`src/rtl/jpeg_bit_packer.sv`:
```
`default_nettype none
// ============================================================================
// Module   : jpeg_bit_packer
// Purpose  : Packs 1-16 bit codes MSB-first into bytes, pads with 1s on flush;
//            0x00 is stuffed after every 0xFF when JPEG_BYTE_STUFF_EN is defined.
// Revision : 1.0
// ============================================================================
module jpeg_bit_packer #(
    parameter int CODE_W = 16,
    parameter int LEN_W  = 5,
    parameter int ACC_W  = 32
) (
    input  logic              clk,
    input  logic              rst,
    input  logic              in_valid,
    output logic              in_ready,
    input  logic [CODE_W-1:0] in_code,
    input  logic [LEN_W-1:0]  in_len,
    input  logic              in_flush,
    output logic              out_valid,
    input  logic              out_ready,
    output logic [7:0]        out_byte,
    output logic              out_stuffed,
    output logic              flush_done
);

`ifdef JPEG_BYTE_STUFF_EN
    localparam bit STUFF_EN = 1'b1;
`else
    localparam bit STUFF_EN = 1'b0;
`endif
    localparam int CNT_W = $clog2(ACC_W + 1);

    typedef enum logic [1:0] {
        ST_RUN   = 2'd0,
        ST_FLUSH = 2'd1,
        ST_DONE  = 2'd2
    } state_t;

    state_t           state_q, state_d;
    logic [ACC_W-1:0] acc_q, acc_d, acc_base, code_msb;
    logic [CNT_W-1:0] cnt_q, cnt_d, cnt_base;
    logic             stuff_pend_q, stuff_pend_d;
    logic             out_valid_q, out_valid_d;
    logic [7:0]       out_byte_q, out_byte_d;
    logic             out_stuffed_q, out_stuffed_d;
    logic             flush_done_q, flush_done_d;
    logic [7:0]       top_byte, pad_byte;
    logic [LEN_W-1:0] len_c, lsh;
    logic             in_fire, load_slot, drained;

    always_comb begin
        in_ready  = !rst && (state_q == ST_RUN) && (cnt_q <= CNT_W'(CODE_W));
        in_fire   = in_valid && in_ready;
        load_slot = !out_valid_q || out_ready;
        len_c     = (in_len > LEN_W'(CODE_W)) ? LEN_W'(CODE_W) : in_len;
        lsh       = LEN_W'(CODE_W) - len_c;
        // Shifting the code to the top pushes any bits above in_len off the end.
        code_msb  = {in_code, {(ACC_W-CODE_W){1'b0}}} << lsh;
        top_byte  = acc_q[ACC_W-1 -: 8];
        pad_byte  = top_byte | (8'hFF >> cnt_q[2:0]);

        acc_base      = acc_q;
        cnt_base      = cnt_q;
        out_valid_d   = out_valid_q;
        out_byte_d    = out_byte_q;
        out_stuffed_d = out_stuffed_q;
        stuff_pend_d  = stuff_pend_q;
        state_d       = state_q;
        flush_done_d  = 1'b0;

        if (load_slot) begin
            out_valid_d   = 1'b0;
            out_stuffed_d = 1'b0;
            if (stuff_pend_q) begin
                out_valid_d   = 1'b1;
                out_byte_d    = 8'h00;
                out_stuffed_d = 1'b1;
                stuff_pend_d  = 1'b0;
            end else if (cnt_q >= CNT_W'(8)) begin
                out_valid_d  = 1'b1;
                out_byte_d   = top_byte;
                stuff_pend_d = STUFF_EN && (top_byte == 8'hFF);
                acc_base     = acc_q << 8;
                cnt_base     = cnt_q - CNT_W'(8);
            end else if ((state_q == ST_FLUSH) && (cnt_q != '0)) begin
                out_valid_d  = 1'b1;
                out_byte_d   = pad_byte;
                stuff_pend_d = STUFF_EN && (pad_byte == 8'hFF);
                acc_base     = '0;
                cnt_base     = '0;
            end
        end

        // Append below whatever survives this cycle's extraction.
        acc_d = acc_base;
        cnt_d = cnt_base;
        if (in_fire) begin
            acc_d = acc_base | (code_msb >> cnt_base);
            cnt_d = cnt_base + CNT_W'(len_c);
        end

        drained = (cnt_d == '0) && !stuff_pend_d && !out_valid_d;
        case (state_q)
            ST_RUN: begin
                if (in_fire && in_flush) begin
                    state_d      = drained ? ST_DONE : ST_FLUSH;
                    flush_done_d = drained;
                end
            end
            ST_FLUSH: begin
                if (drained) begin
                    state_d      = ST_DONE;
                    flush_done_d = 1'b1;
                end
            end
            ST_DONE: state_d = ST_RUN;
            default: state_d = ST_RUN;
        endcase
    end

    always_ff @(posedge clk or posedge rst) begin
        if (rst) begin
            state_q       <= ST_RUN;
            acc_q         <= '0;
            cnt_q         <= '0;
            stuff_pend_q  <= 1'b0;
            out_valid_q   <= 1'b0;
            out_byte_q    <= 8'h00;
            out_stuffed_q <= 1'b0;
            flush_done_q  <= 1'b0;
        end else begin
            state_q       <= state_d;
            acc_q         <= acc_d;
            cnt_q         <= cnt_d;
            stuff_pend_q  <= stuff_pend_d;
            out_valid_q   <= out_valid_d;
            out_byte_q    <= out_byte_d;
            out_stuffed_q <= out_stuffed_d;
            flush_done_q  <= flush_done_d;
        end
    end

    assign out_valid   = out_valid_q;
    assign out_byte    = out_byte_q;
    assign out_stuffed = out_stuffed_q;
    assign flush_done  = flush_done_q;

endmodule

`default_nettype wire

```
`config.mk`:
```
export PLATFORM = sky130hd
export DESIGN_NAME = jpeg_bit_packer
export DESIGN_NICKNAME = d
export VERILOG_FILES = /design/src/rtl/jpeg_bit_packer.sv
export SDC_FILE = /design/constraint.sdc
export NUM_CORES = 1
export LEC_CHECK = 0
export ABC_AREA = 1
export CORE_ASPECT_RATIO = 1.75
export CORE_MARGIN = 2
export CORE_UTILIZATION = 64
export DETAILED_ROUTE_END_ITERATION = 16
export GPL_ROUTABILITY_DRIVEN = 1
export PLACE_DENSITY = 0.87
export SYNTH_ARGS = -nofsm -noshare
export SYNTH_HDL_FRONTEND = slang
export SYNTH_SLANG_ARGS = --single-unit
```
`constraint.sdc`:
```
create_clock -name clk -period 8.9 [get_ports clk]
set_input_delay 1.335 -clock clk [delete_from_list [all_inputs] [get_ports clk]]
set_output_delay 1.335 -clock clk [all_outputs]
set_load 0.02 [all_outputs]
```
## After elaboration in Yosys (flattened, before gate mapping)

Index checks and enable logic that the tools add are counted.

- Register bits: 52
- Bits of input ports: 26
- Output and inout bits: 12
- Logic and storage cells: 67

- Add/subtract/negate cells: 3
- $lt $le $gt $ge: 3
- Equal/unequal tests: 3
- Shift operators: 3
- Muxes and demuxes: 27
- Bitwise gates (word level): 2
- Reductions and logical operators: 18

Operator list:

| operator | count |
|---|---|
| 2-to-1 mux 32 bit | 5 |
| bitwise OR 32 bit | 1 |
| << shifter 32 x 5 -> 32 bit | 1 |
| >> shifter 32 x 6 -> 32 bit | 1 |
| 2-to-1 mux 6 bit | 5 |
| 2-to-1 mux 8 bit | 3 |
| 2-to-1 mux 1 bit | 8 |
| bitwise OR 8 bit | 1 |
| >> shifter 8 x 3 -> 8 bit, first input constant | 1 |
| logical AND 1 bit | 7 |
| adder 6 x 5 -> 6 bit | 1 |
| >= comparator 6 x 4 -> 1 bit, second input constant | 1 |
| less-or-equal comparator 6 x 5 -> 1 bit, second input constant | 1 |
| zero test 6 bit | 1 |
| 2-to-1 mux 2 bit | 3 |
| nonzero test 6 bit | 1 |
| subtractor 6 x 4 -> 6 bit, second input constant | 1 |
| greater-than comparator 5 bit, second input constant | 1 |
| 2-to-1 mux 5 bit | 1 |
| subtractor 5 bit, first input constant | 1 |
| zero test 1 bit | 4 |
| case mux 2 bit (2 select lines) | 1 |
| AND reduction 2 bit | 2 |
| nonzero test 3 bit | 1 |
| 6 further kinds | 6 |

## Depth between registers and ports, before layout

Gate-level depths: netlist (run 1).

- Depth after elaboration: 14
- Depth in mapped cells: 23
- Depth with buffers taken out: 20

## Worst setup path before layout (run 1)

No wires, ideal clock.

- Kind: input-to-reg
- Start: input in_len[0]
- End: register acc_q[11]
- Setup time: 0.067 ns
- Arrival: 3.736 ns
- Data required time: 8.833 ns
- Setup slack: 5.098 ns
- Stages on the path: 21
- Buffers on the path: 3
- Path through: buf_6 nor2_4 nand2_4 nand2_8 nand2_4 buf_6 ha_1 inv_1 clkbuf_1 nand3_1 nor2_1 nand2_2 nand2_1 nand2_1 nand2_1 nand3_1 o21ai_1 inv_1 nand2_1 nand3_1 nand2_1

- Word-level cells in the longest chain between the ends: 7

RTL lines:

| item | line | RTL |
|---|---|---|
| start: declaration | 18 | `input logic [LEN_W-1:0] in_len,` |
| greater-than comparator 5 bit | 56 | `len_c = (in_len > LEN_W'(CODE_W)) ? LEN_W'(CODE_W) : in_len;` |
| 2-to-1 mux 5 bit * | 56 |  |
| subtractor 5 bit * | 57 | `lsh = LEN_W'(CODE_W) - len_c;` |
| << shifter 32 x 5 -> 32 bit * | 59 | `code_msb = {in_code, {(ACC_W-CODE_W){1'b0}}} << lsh;` |
| >> shifter 32 x 6 -> 32 bit * | 99 | `acc_d = acc_base \| (code_msb >> cnt_base);` |
| bitwise OR 32 bit * | 99 |  |
| 2-to-1 mux 32 bit * | 98 | `if (in_fire) begin` |
| net acc_d[11] | 41 | `logic [ACC_W-1:0] acc_q, acc_d, acc_base, code_msb;` |
| end signal: assignment | 125 | `acc_q <= '0;` |
| end signal: assignment | 134 | `acc_q <= acc_d;` |
| end: declaration | 41 |  |

Mark *: on every way through the listed nets, which the timed path passes. The rest lies on a longest branch.
A chain may end at the register's enable or synchronous reset.

## Worst setup path after layout (run 1)

- Start: input in_len[0]
- End: register acc_q[15]

The elaborated chain is that of the path after synthesis.

==> results of run 1 <==
## logic make-up (layout without fill, tap and decap cells)
group | after synthesis | after routing | synth area share [%]
fa+ha+maj | 9 | 9 | 2.64
compound gates | 79 | 79 | 12.4
buf+inv | 98 | 113 | 9.59
xor+xnor | 4 | 4 | 0.935
flops | 52 | 52 | 28.6
simple gates | 425 | 425 | 45.8
## where the power goes
part	leakage, uW	internal [uW]	switching (uW)
Sequential	0.000703	315	60.7
Combinational	0.00176	340	723
Clock	0.0000742	105	90.4
Total	0.00254	761	874
## per-stage QoR
step | util (%) | cells
6_report | 73.0 | 766
5_1_grt | 73.0 | 766
4_1_cts | 73.0 | 766
3_5_place_dp | 70.9 | 758
3_3_place_gp | 70.9 | 758
2_1_floorplan | - | 667
## final cells by class
| class | instances | area share, % |
|---|---|---|
| clock buffers | 5 | 2.50 |
| well taps | 84 | 2.10 |
| inverters | 67 | 5.17 |
| clock inverters | 3 | 0.450 |
| flip-flops and latches | 52 | 26.0 |
| multi-input cells | 517 | 56.2 |
| repair buffers | 38 | 7.55 |
## worst min path at each step
stage,startpoint,to,slack [ns],cells past startpoint
after detailed placement,acc_q[7],acc_q[7],0.47,2
after global placement,out_byte[4],out_byte[4],0.46,1
after CTS,acc_q[7],acc_q[7],0.49,2
after floorplan,acc_q[5],acc_q[5],0.45,2
final,acc_q[7],acc_q[7],0.48,2
after global routing,out_byte[2],out_byte[2],0.51,2
## state kept, by name, summed over array words and instances, names as in the netlist
name,cells
acc_q,32
cnt_q,6
flush_done,1
out_byte,8
out_stuffed,1
out_valid,1
state_q,2
stuff_pend_q,1
## metal layers
metal / track usage, % / part of all wire (%) / vias to the layer above
met1: 38.7 / 37 / 2250
li1: - / - / 2297
met3: 3.98 / 4.5 / 68
met2: 61.8 / 51 / 219
met4: 25.3 / 7.6 / 0
met5: 0 / 0 / -
## worst max-delay path: cells and delay by family
kind                     cells  cell delay [ns]
AND/OR/NAND/NOR             15             1.85
adder cells (fa/ha/maj)      1             0.62
buffers and inverters        2             1.11
AO/OA/AOI/OAI                1             0.17
## cell usage after synthesis, drive strengths merged
cell type,number,share of area [%]
nor2,29,4.3
clkbuf,11,0.91
dfrtp,52,29
ha,8,2.2
a31o,1,0.19
a22oi,24,4.0
o31ai,1,0.16
o21a,2,0.49
a21o,1,0.16
nor4,1,0.14
fa,1,0.44
a32o,4,0.88
nand3,192,22
nor3,5,0.77
a31oi,1,0.47
buf,20,3.0
xor2,4,0.93
o211ai,1,0.27
nand2,187,17
o221ai,1,0.19
a21oi,10,1.3
nand3b,2,0.33
inv,67,5.7
o21bai,3,0.49
o21ai,30,3.8
nand4,9,1.2
==> impl_metrics.toml, run 1 <==
[run_status]
status = "complete, no violations"

[clock_network]
cts_made_buffers = 5
cts_root_buffer = "clkbuf_16"
clk_latency_ns = 0.30
clock-sinks = 52
clock_path_buffers = 2
cts_setup_buffers = 0
clkTransAtPathRegs_ns = 0.07
ctsHoldBuffers = 0
cts-resized-gates = 0
cts_max_level = 2
cts_tree = "done"

[logic_synthesis]
netlist_area_um2 = 4550
synth_warnings = 0
syn_inst = 667
seq_area_frac_synth_pct = 28.6
syn_avg_cell_area_um2 = 6.83
synth_cell_types = 44
synth_nets = 702
ys_ff_latch = 52

[place]
dp_slack_ns = 3.74
place_congestion = 1.03
io_buffers = 37
dp_hpwl_um = 9830
dpl_cell_area_um2 = 4860

[detailed_routing]
wire_per_inst_um = 16.9
vias_per_cell = 6.31
wirelength_um = 12900
drcViolationCount = 0
final_antenna_net_count = 0
first_iter_violations = 422
num_vias = 4834
dr.pass1.iters = 6

[pwr]
power.total_uw = 1630
p_leak_uw = 0.00254
ir_drop_v = 0.000149
power_density_nw_per_um2 = 327

[floorplanning]
num_rows = 40
die-area_um2 = 7830
initial_core_util_pct = 66.4
core_area_um2 = 6860
die_h_um = 116
ios = 38
die_x_um = 67.8

[cells_and_area]
layout.cells.most_common_list = "188 x nand3_1, 169 x nand2_1, 53 x inv_1"
layout_commonest_cell = "nand3_1"
antenna_cells = 0
final_nets = 716
syn_to_final_growth_pct = 9.95
multi_input_area_um2 = 2820
register_area_um2 = 1300
drive_above_1_share_pct = 9.97
final_area_um2 = 5010
fill_cells = 598

[worst_setup_path]
worstSetupPathType = "in2reg"
reg2reg_depth = 19
crit_fanout = 19
crit_end = "acc_q[15]"
reg2reg_to = "state_q[0]"
worstSetupStartpoint = "in_len[0]"
endpoint_kind = "flop"
r2r_slack_ns = 5.12
crit_required_ns = 9.09
max_stage_delay_ns = 0.77
worst_path_most_repeated_cell = "nand2_1"
arrival_ns = 5.10
cp_cell_sequence = "clkdlybuf4s50_1 -> nor2_4 -> nand2_4 -> nand2_8 -> nand2_4 -> ha_1 -> inv_1 -> nand3_1 -> nand2_1 -> nand2_1 -> nand2_1 -> nand3_1 -> nand3_1 -> nand3_1 -> nand2_1 -> a21oi_1 -> nand2_1 -> nand2_1 -> nand2_1"
crit_path_start_kind = "input pin"
critical_path.slowest_cell = "clkdlybuf4s50_1"
rr_startpoint = "cnt_q[2]"

[sta]
worst-slew-pin-transition_ns = 1.05
holdWs_ns = 0.484
fmax_mhz = 204
timing.setup.tns_ns = 0
slew_violations = 0
fin_crit_ns = 4.91
fin_crit_sh_pct = 55.1
setup_violations = 0
setup_ws_ns = 3.99
rsz0062_at_grt = "no"
slew_headroom_pct = 30.0
hold_viol = 0
fin_worst_skew_ns = 0.0100

[grt]
grt-ovfl-total = 0
grt_max_degree = 53
grt_usage_pct = 35.6
grt_pass1_wl_um = 21500
grt_pass1_vias = 4579
antenna_found_initial = 0

[worst_hold_path]
hold_path.class = "reg2reg"

[job]
max_cap_viol_count = 0
(Power assumes the default switching activity.)
==> inputs of run 2 (changes only) <==
--- a/config.mk
+++ b/config.mk
@@ -8,10 +8,10 @@
 export ABC_AREA = 1
 export CORE_ASPECT_RATIO = 1.75
 export CORE_MARGIN = 2
-export CORE_UTILIZATION = 64
+export CORE_UTILIZATION = 59
 export DETAILED_ROUTE_END_ITERATION = 16
 export GPL_ROUTABILITY_DRIVEN = 1
-export PLACE_DENSITY = 0.87
+export PLACE_DENSITY = 0.81
 export SYNTH_ARGS = -nofsm -noshare
 export SYNTH_HDL_FRONTEND = slang
 export SYNTH_SLANG_ARGS = --single-unit
==> constraint.sdc (replaced) <==
create_clock -name clk -period 4.7 [get_ports clk]
set_input_delay 0.705 -clock clk [delete_from_list [all_inputs] [get_ports clk]]
set_output_delay 0.705 -clock clk [all_outputs]
set_load 0.02 [all_outputs]
==> run 2 against run 1 <==
Effect of this change: critical path depth up 1; final area up 0.67%; utilization shrank 5.9 points.
==> impl_metrics.toml, run 2 (synthesis gave the netlist of run 1 again) <==
[clock_network]
ctsHoldBuffers = 0
cts_setup_buffers = 0
cts-resized-gates = 0
cts_made_buffers = 5
cts_tree = "done"
clk_latency_ns = 0.29
cts_max_level = 2
clock_path_buffers = 2
clock-sinks = 52
clkTransAtPathRegs_ns = 0.06
cts_root_buffer = "clkbuf_16"

[grt]
grt_pass1_wl_um = 20500
grt-ovfl-total = 0
antenna_found_initial = 0
grt_use_met3_pct = 2.58
grt_pass1_vias = 4479
grt_busiest_layer = "met2"
use_met1_pct = 32.2
grt_usage_pct = 29.8
grt_use_met2_pct = 53.3
grt_max_degree = 53

[cells_and_area]
syn_to_final_growth_pct = 10.7
register_area_um2 = 1300
layout_commonest_cell = "nand3_1"
antenna_cells = 0
final_nets = 720
post_layout_nonfiller_instances = 774
regMostFlops = "acc_q"
largest_register_ffs = 32
multi_input_area_um2 = 2820
drive_above_1_share_pct = 10.2
layout.cells.most_common_list = "188 x nand3_1, 169 x nand2_1, 53 x inv_1"
fill_cells = 683

[place]
place_congestion = 0.990
dp_hpwl_um = 9520
dp.cells = 766
io_buffers = 37
dp_slack_ns = 0.631

[pwr]
combPwrFrac_pct = 64.7
pwr-share-clk_pct = 11.9
seqPwrFrac_pct = 23.3
ir_drop_v = 0.000322
internal_power_uw = 1470
power_density_nw_per_um2 = 608
p_leak_uw = 0.00255
switching_share_pct = 52.0
switching_power_uw = 1590

[sta]
setup_ws_ns = 0.816
worst-slew-pin-transition_ns = 1.03
timing.setup.tns_ns = 0
fmax_mhz = 257
fin_crit_sh_pct = 82.6
hold_viol = 0
setup_violations = 0
slew_violations = 0
fin_crit_ns = 3.88
slew_headroom_pct = 31.3
fin_worst_skew_ns = 0.00306
rsz0062_at_grt = "no"

[detailed_routing]
drcViolationCount = 0
wire_per_inst_um = 15.5
first_iter_violations = 354
num_vias = 4666
vias_per_cell = 6.03
wirelength_um = 12000
final_antenna_net_count = 0
dr.pass1.iters = 6

[floorplanning]
num_rows = 42
die_x_um = 70.4
core_area_um2 = 7510
die-area_um2 = 8460
initial_core_util_pct = 60.6
ios = 38
die_h_um = 120

[worst_setup_path]
worst_path_most_repeated_cell = "nand2_1"
arrival_ns = 4.11
crit_path_start_kind = "input pin"
worstSetupStartpoint = "in_len[2]"
critPathBufInv = 3
worstSetupPathType = "in2reg"
r2r_slack_ns = 1.29
cp_cell_sequence = "clkdlybuf4s50_1 -> nor2_2 -> nand2_4 -> nand2_8 -> nand2_4 -> ha_1 -> buf_4 -> inv_1 -> nand3_1 -> nor2_1 -> nand2_2 -> nand2_1 -> nand2_1 -> nand2_1 -> nand2_1 -> nand2_1 -> nand3_1 -> nand3_1 -> nand2_1 -> nand2_1"
crit_fanout = 19
crit_family = "simple AND/OR/NAND/NOR gates"
rr_startpoint = "cnt_q[2]"
critical_path.slowest_cell = "clkdlybuf4s50_1"
crit_required_ns = 4.93
endpoint_kind = "flop"
max_stage_delay_ns = 0.50

[worst_hold_path]
hold_path.class = "reg2reg"
holdCritStartpoint = "out_byte[0]"

[job]
max_cap_viol_count = 0

[run_status]
status = "complete, no violations"
==> run 2: cell types whose count changed in the layout (fill, tap and decap cells not counted), sizes merged <==
| cell | delta |
|---|---|
| inv | -1 |
| clkbuf | +3 |
| buf | +4 |
| clkinv | -2 |
==> run 2: final cells by class <==
| type | instances | area share, % |
|---|---|---|
| Sequential cell | 52 | 25.8 |
| Clock buffer | 8 | 2.90 |
| Timing Repair Buffer | 42 | 8.09 |
| Multi-Input combinational cell | 517 | 55.9 |
| Tap cell | 88 | 2.18 |
| Inverter | 67 | 5.14 |
==> run 2: worst paths after layout <==
path | to | cells past startpoint
max | acc_q[1] | 20
min | out_byte[0] | 2
max reg2reg | state_q[0] | 19
min reg2reg | out_byte[0] | 2
max in group asynchronous | acc_q[11] | 2
min in group asynchronous | state_q[1] | 2
==> run 2: metal layers <==
layer / wire length (um) / part of all wire (%)
met1: 4400 / 37
met2: 6310 / 52
met3: 452 / 3.8
met4: 867 / 7.2
met5: 0 / 0
==> run 2: power by group through the flow <==
stage	sequential, uW	combinational (uW)	clock (uW)
CTS	712	1960	365
floorplan	714	1520	0
global placement	712	1900	0
detailed placement	717	1940	0
global route	730	2210	378
finish	715	1980	366
==> run 2: worst min-delay path: cells and delay by family (launching register included) <==
family | cells | cell delay (ns)
compound gates | 1 | 0.06
flops | 1 | 0.34
simple gates | 1 | 0.05
==> run 2: through the flow <==
step	cell area, um^2	hold slack, ns	util [%]	power (uW)
floorplan	4550	0.450	-	2240
global placement	4890	0.464	65.1	2610
detailed placement	4890	0.473	65.1	2660
CTS	5040	0.488	67.1	3030
global route	5040	0.512	67.1	3320
finish	5040	0.482	67.1	3060
==> inputs of run 3 (changes only) <==
--- a/config.mk
+++ b/config.mk
@@ -8,10 +8,10 @@
 export ABC_AREA = 1
 export CORE_ASPECT_RATIO = 1.75
 export CORE_MARGIN = 2
-export CORE_UTILIZATION = 59
+export CORE_UTILIZATION = 54
 export DETAILED_ROUTE_END_ITERATION = 16
 export GPL_ROUTABILITY_DRIVEN = 1
-export PLACE_DENSITY = 0.81
+export PLACE_DENSITY = 0.78
 export SYNTH_ARGS = -nofsm -noshare
 export SYNTH_HDL_FRONTEND = slang
 export SYNTH_SLANG_ARGS = --single-unit
==> constraint.sdc (replaced) <==
create_clock -name clk -period 3.2 [get_ports clk]
set_input_delay 0.48 -clock clk [delete_from_list [all_inputs] [get_ports clk]]
set_output_delay 0.48 -clock clk [all_outputs]
set_load 0.02 [all_outputs]
==> run 3 against run 2 <==
Effect of this change: die area up 8.8%; sequential cell count stayed put; worst hold slack improved by 0.0048 ns; critical path depth is 2 lower; sequential share of layout area fell by 0.84 points; critical path type is now reg2reg.
==> impl_metrics.toml, run 3 (synthesis gave the netlist of run 1 again) <==
[sta]
slew_violations = 0
rsz0062_at_grt = "no"
setup_ws_ns = 0.240
timing.setup.tns_ns = 0
setup_violations = 0
fmax_mhz = 338
fin_crit_sh_pct = 92.5
fin_worst_skew_ns = 0.00332
fin_crit_ns = 2.96
holdWs_ns = 0.487
hold_viol = 0
worst-slew-pin-transition_ns = 0.542
slew_headroom_pct = 63.8

[detailed_routing]
dr.pass1.iters = 5
first_iter_violations = 301
final_antenna_net_count = 0
wire_per_inst_um = 16.0
wirelength_um = 12800
drcViolationCount = 0
num_vias = 4794
vias_per_cell = 6.02

[worst_setup_path]
crit_path_start_kind = "flop"
r2r_slack_ns = 0.24
arrival_ns = 3.15
crit_fanout = 8
critical_path.slowest_cell = "dfrtp_1"
worstSetupPathType = "reg2reg"
crit_family = "simple AND/OR/NAND/NOR gates"
endpoint_kind = "flop"
worst_path_most_repeated_cell = "nand2_1"
max_stage_delay_ns = 0.44
reg2reg_depth = 18
crit_required_ns = 3.39
rr_startpoint = "cnt_q[2]"
critPathBufInv = 3
reg2reg_to = "state_q[0]"
cp_cell_sequence = "inv_2 -> nand2_4 -> nor2_8 -> nand2_1 -> nand3_1 -> nor2_4 -> nor2_8 -> ha_1 -> inv_1 -> fa_1 -> o221ai_1 -> xor2_1 -> nand2_1 -> o21ai_1 -> nor3_1 -> nand3_1 -> nand2_1 -> inv_1"

[clock_network]
cts_setup_buffers = 0
cts_max_level = 2
ctsHoldBuffers = 0
cts_tree = "done"
clock-sinks = 52
clk_latency_ns = 0.29
clkTransAtPathRegs_ns = 0.06
cts_made_buffers = 5
clock_path_buffers = 2
cts-resized-gates = 0
cts_root_buffer = "clkbuf_16"

[cells_and_area]
final_nets = 742
largest_register_ffs = 32
antenna_cells = 0
layout.cells.most_common_list = "188 x nand3_1, 169 x nand2_1, 52 x inv_1, 52 x dfrtp_1, 37 x clkdlybuf4s50_1"
regMostFlops = "acc_q"
drive_above_1_share_pct = 13.0
syn_to_final_growth_pct = 14.4
layout_commonest_cell = "nand3_1"
final_area_um2 = 5210

[place]
dpl_cell_area_um2 = 5080
dp_slack_ns = -0.00703
place_congestion = 0.994
dp_hpwl_um = 10400
io_buffers = 37

[floorplanning]
core_area_um2 = 8260
die-area_um2 = 9210
die_x_um = 73.4
initial_core_util_pct = 55.1
ios = 38
die_h_um = 125
num_rows = 44

[grt]
grt_usage_pct = 29.3
grt_max_degree = 37
grt_pass1_vias = 4721
antenna_found_initial = 0
grt-ovfl-total = 0
grt_pass1_wl_um = 21700

[run_status]
status = "complete, no violations"

[worst_hold_path]
holdCritStartpoint = "out_byte[2]"
hold_path.class = "reg2reg"
hold-path-cell-count = 2
hold_end = "out_byte[2]"

[pwr]
power_density_nw_per_um2 = 880
ir_drop_v = 0.000379
p_leak_uw = 0.00266

[job]
max_cap_viol_count = 0
==> run 3: power by group <==
part           total (uW)  internal (uW)  switching (uW)
combinational        3040           1060            1990
clock                 499            277             222
sequential           1050            878             167
total                4590           2210            2370
==> run 3: how the worst max path moves through the flow <==
stage                         start          to  slack, ns  cells past startpoint
after floorplan           in_len[0]   acc_q[11]       0.25                     21
after global placement    in_len[1]    acc_q[9]       0.05                     17
after detailed placement  in_len[3]    acc_q[9]     -0.007                     19
after CTS                  cnt_q[2]  state_q[0]       0.24                     18
after global routing      in_len[3]    acc_q[6]       0.03                     19
final                      cnt_q[2]  state_q[0]       0.24                     18
==> run 3: final cells by class <==
class / count / area [um^2]
Tap cell: 92 / 115
Timing Repair Buffer: 64 / 589
Fill cell: 792 / 3050
Inverter: 67 / 259
Sequential cell: 52 / 1300
Multi-Input combinational cell: 517 / 2820
Clock buffer: 5 / 125
==> run 3: worst min-delay path, delay by kind of cell (launching register included) <==
family,cells,cell delay (ns)
simple gates,2,0.10
flops,1,0.35
==> run 3: metal layers <==
metal	track usage [%]	share of wire, %
met1	30.1	35
met5	0	0
met4	20.0	7.9
met2	52.8	54
met3	3.14	3.2
==> run 3: per-stage QoR <==
stage          std cells  power (uW)  util, %
2_1_floorplan        667        3280        -
3_3_place_gp         792        3990     61.5
3_5_place_dp         792        4050     61.5
4_1_cts              797        4550     63.0
5_1_grt              797        4970     63.1
6_report             797        4590     63.1
==> variant 1: new RTL, flow settings as in run 2 <==
`out_byte_q` no longer has a reset.
--- a/src/rtl/jpeg_bit_packer.sv
+++ b/src/rtl/jpeg_bit_packer.sv
@@ -127,5 +127,4 @@
             stuff_pend_q  <= 1'b0;
             out_valid_q   <= 1'b0;
-            out_byte_q    <= 8'h00;
             out_stuffed_q <= 1'b0;
             flush_done_q  <= 1'b0;
@@ -136,8 +135,11 @@
             stuff_pend_q  <= stuff_pend_d;
             out_valid_q   <= out_valid_d;
-            out_byte_q    <= out_byte_d;
             out_stuffed_q <= out_stuffed_d;
             flush_done_q  <= flush_done_d;
         end
+    end
+
+    always_ff @(posedge clk) begin
+        out_byte_q <= out_byte_d;
     end
 
Formal check against the unedited RTL: differs if rst is asserted again (counterexample within 4 cycles, from zero or initial values and one cycle with rst high); with rst held inactive, the same outputs for 4 cycles.
==> variant 1 against run 2 <==
Total power decreased by 17%; register-to-register slack better by 0.04 ns; clock skew increased by 0.0023 ns; final area down 2.2%; final cell count increased by 0.13%; setup slack improved by 0.14 ns; sequential cell count is the same; routed wire length fell by 0.26%; synthesized area decreased by 2.4%; die area decreased by 2.3%; critical endpoint is now acc_q[0]; largest cell class unchanged; highest routed layer unchanged.
==> variant 1: results (changes against run 2) <==
outcome:
  status: "finished, final reports clean"
setup_path:
  worstReg2RegStart: "cnt_q[0]"
  cp-endpoint: "acc_q[0]"
  slowest_delay_ns: 0.48  # -0.02 ns
  r2r_setup_slack_ns: 1.33  # +0.04 ns
  r2r_cells: 17  # -2
sta:
  skew_ns: 0.00531  # +0.00225 ns
logic_synthesis:
  synth_common_cells: "nand2_1, nand3_1, inv_1, dfrtp_1, a22oi_1"
  synth_cell_types: 39  # -11%
  syn_inst: 670  # +0.45%
  synth_async_sr_flop_share_pct: 84.6  # -15 points
  synth_nets: 705  # +0.43%
  synth-compound-area-share_pct: 9.99  # -2.4 points
  synth_edf_count: 8  # +8
  synth_area_leaders: "dfrtp_1, nand3_1, nand2_1"
  ys_seq_area_share_pct: 30.2  # +1.6 points
global_routing:
  use_met2_pct: 57.4  # +4.1 points
  met3_usage_pct: 2.45  # -0.13 points
  grt_max_degree: 45  # -15%
  use_met1_pct: 29.6  # -2.6 points
  grt_pass1_wl_um: 20000  # -2.8%
routing:
  wl_um: 12000  # -0.26%
  wl_met2_um: 6600  # +4.7%
  vias: 4605  # -1.3%
  drt_iter0_drc: 331  # -6.5%
final_layout:
  fillers: 656  # -4.0%
  final_cells: 775  # +0.13%
pwr:
  power.density_nw_per_um2: 515  # -15%
  ir_worst_vdd_uv: 260  # -19%
  power.switching_mw: 1.25  # -21%
  seq_cell_power_uw: 621  # -13%
place:
  post-dp-hpwl_um: 9610  # +1.0%
  gp_congestion: 0.940  # -5.1%
  placed_cells: 767  # +0.13%
[variant 1: per-stage QoR]
step	hold slack, ns	setup slack [ns]	instance area [um^2]
5_1_grt	0.507	0.661	4930
2_1_floorplan	0.449	1.60	4440
6_report	0.486	0.952	4930
3_3_place_gp	0.464	0.814	4780
3_5_place_dp	0.471	0.722	4780
4_1_cts	0.485	1.02	4930
[variant 1: worst reg2reg max path: stages (launching register included)]
cell	delay, ns
dfrtp_1	0.42
nor3_2	0.30
nand2_1	0.09
nand2_1	0.15
o21ai_1	0.12
buf_4	0.22
inv_1	0.40
ha_1	0.25
inv_1	0.06
fa_1	0.41
o21ai_0	0.22
xor2_1	0.09
nand2_1	0.07
o21ai_0	0.10
nor3_1	0.14
nand3b_1	0.13
nand2_1	0.08
inv_1	0.03
[variant 1: layout make-up]
class	instances	share of cell area (%)
clock buffer	8	2.97
tap	86	2.18
multi-input combinational	531	54.7
sequential	52	27.2
inverter	52	4.01
timing repair buffer	46	8.88
==> variant 2: new RTL, settings of run 2 <==
Without the edit above. Add a define of `JPEG_BYTE_STUFF_EN`.
--- a/src/rtl/jpeg_bit_packer.sv
+++ b/src/rtl/jpeg_bit_packer.sv
@@ -6,4 +6,6 @@
 // Revision : 1.0
 // ============================================================================
+`define JPEG_BYTE_STUFF_EN
+
 module jpeg_bit_packer #(
     parameter int CODE_W = 16,
Behaviour: not the same (a bounded check fails within 4 cycles, from zero or initial values and one cycle with rst high).
==> variant 2 against run 2 <==
Setup slack improved by 0.037 ns; synthesized area increased by 1.6%; final cell count increased by 4.9%; die area increased by 1.5%; sequential cell count unchanged; total power decreased by 4.5%; final area increased by 0.82%; routed wire length increased by 4.3%; fmax increased by 0.96%; clock skew increased by 0.0022 ns; highest routed layer unchanged.
==> variant 2: results (changes against run 2) <==
pwr:
  ir_worst_vdd_uv: 340  # +5.6%
  power_mw: 2.93  # -4.5%
  combPwrFrac_pct: 62.3  # -2.4 points
  p_leak_nw: 2.58  # +1.1%
  power.switching_mw: 1.52  # -4.4%
final_layout:
  buffers: 43  # +2.4%
  multi_input_area_share_pct: 57.4  # +1.6 points
  seq_share_pct: 25.6  # -0.21 points
  clock_area_share_pct: 2.71  # -0.20 points
  fin_nets: 759  # +5.4%
  inverters: 52  # -22%
  nMultiInputCombCells: 570  # +10%
logic_synthesis:
  synth_area_leaders: "dfrtp_1, nand2_1, nand3_1"
  ys_seq_area_share_pct: 28.1  # -0.44 points
  synth_nets: 742  # +5.7%
  synth_common_cells: "nand2_1, nand3_1, dfrtp_1, inv_1, a22oi_1"
  syn_area_um2: 4620  # +1.6%
  synth_cell_types: 40  # -9.1%
setup_path:
  crit_fanout: 21  # +2
  arrival_ns: 4.07  # -0.04 ns
  cp-endpoint: "acc_q[10]"
  worstReg2RegStart: "stuff_pend_q"
  r2r_cells: 17  # -2
routing:
  drt_iter0_drc: 398  # +12%
  post_drt_wl_per_cell_um: 15.5  # -0.53%
place:
  placed_cells: 805  # +5.1%
  post-dp-hpwl_um: 9870  # +3.7%
  post-place-ws_ns: 0.636  # +0.00535 ns
global_routing:
  grt_pass1_vias: 4574  # +2.1%
  grt_pass1_wl_um: 21100  # +2.9%
worst_hold_path:
  holdPathEnd: "out_byte[5]"
sta:
  max_slew_margin_pct: 30.2  # -1.1 points
outcome:
  status: "finished, final reports clean"
[variant 2: changes by cell type after synthesis, moves of 4 or more]
| cell | change |
|---|---|
| a32o_1 | -4 |
| nor2_2 | +5 |
| inv_1 | -21 |
| nand3_1 | -26 |
| inv_2 | +7 |
| a21oi_1 | +6 |
| o21ai_0 | +11 |
| buf_4 | +6 |
| nor2_1 | +5 |
| nand2_1 | +61 |
[variant 2: routing by layer]
layer	vias to the layer above	global-route usage [%]	share of wire [%]
li1	2423	-	-
met1	2222	33.0	39
met2	167	56.6	54
met3	39	2.49	3.0
met4	0	16.3	4.7
met5	-	0	0
[variant 2: cells by family (layout without fill, tap and decap cells)]
logic type,count (synthesis),count (layout),synth area share [%]
and+or+nand+nor,472,472,47.8
buffers and inverters,85,102,8.74
DFF,52,52,28.1
adders and majority gates,9,9,2.60
AOI/OAI and AO/OA,86,86,12.2
xor gates and xnor gates,3,3,0.568
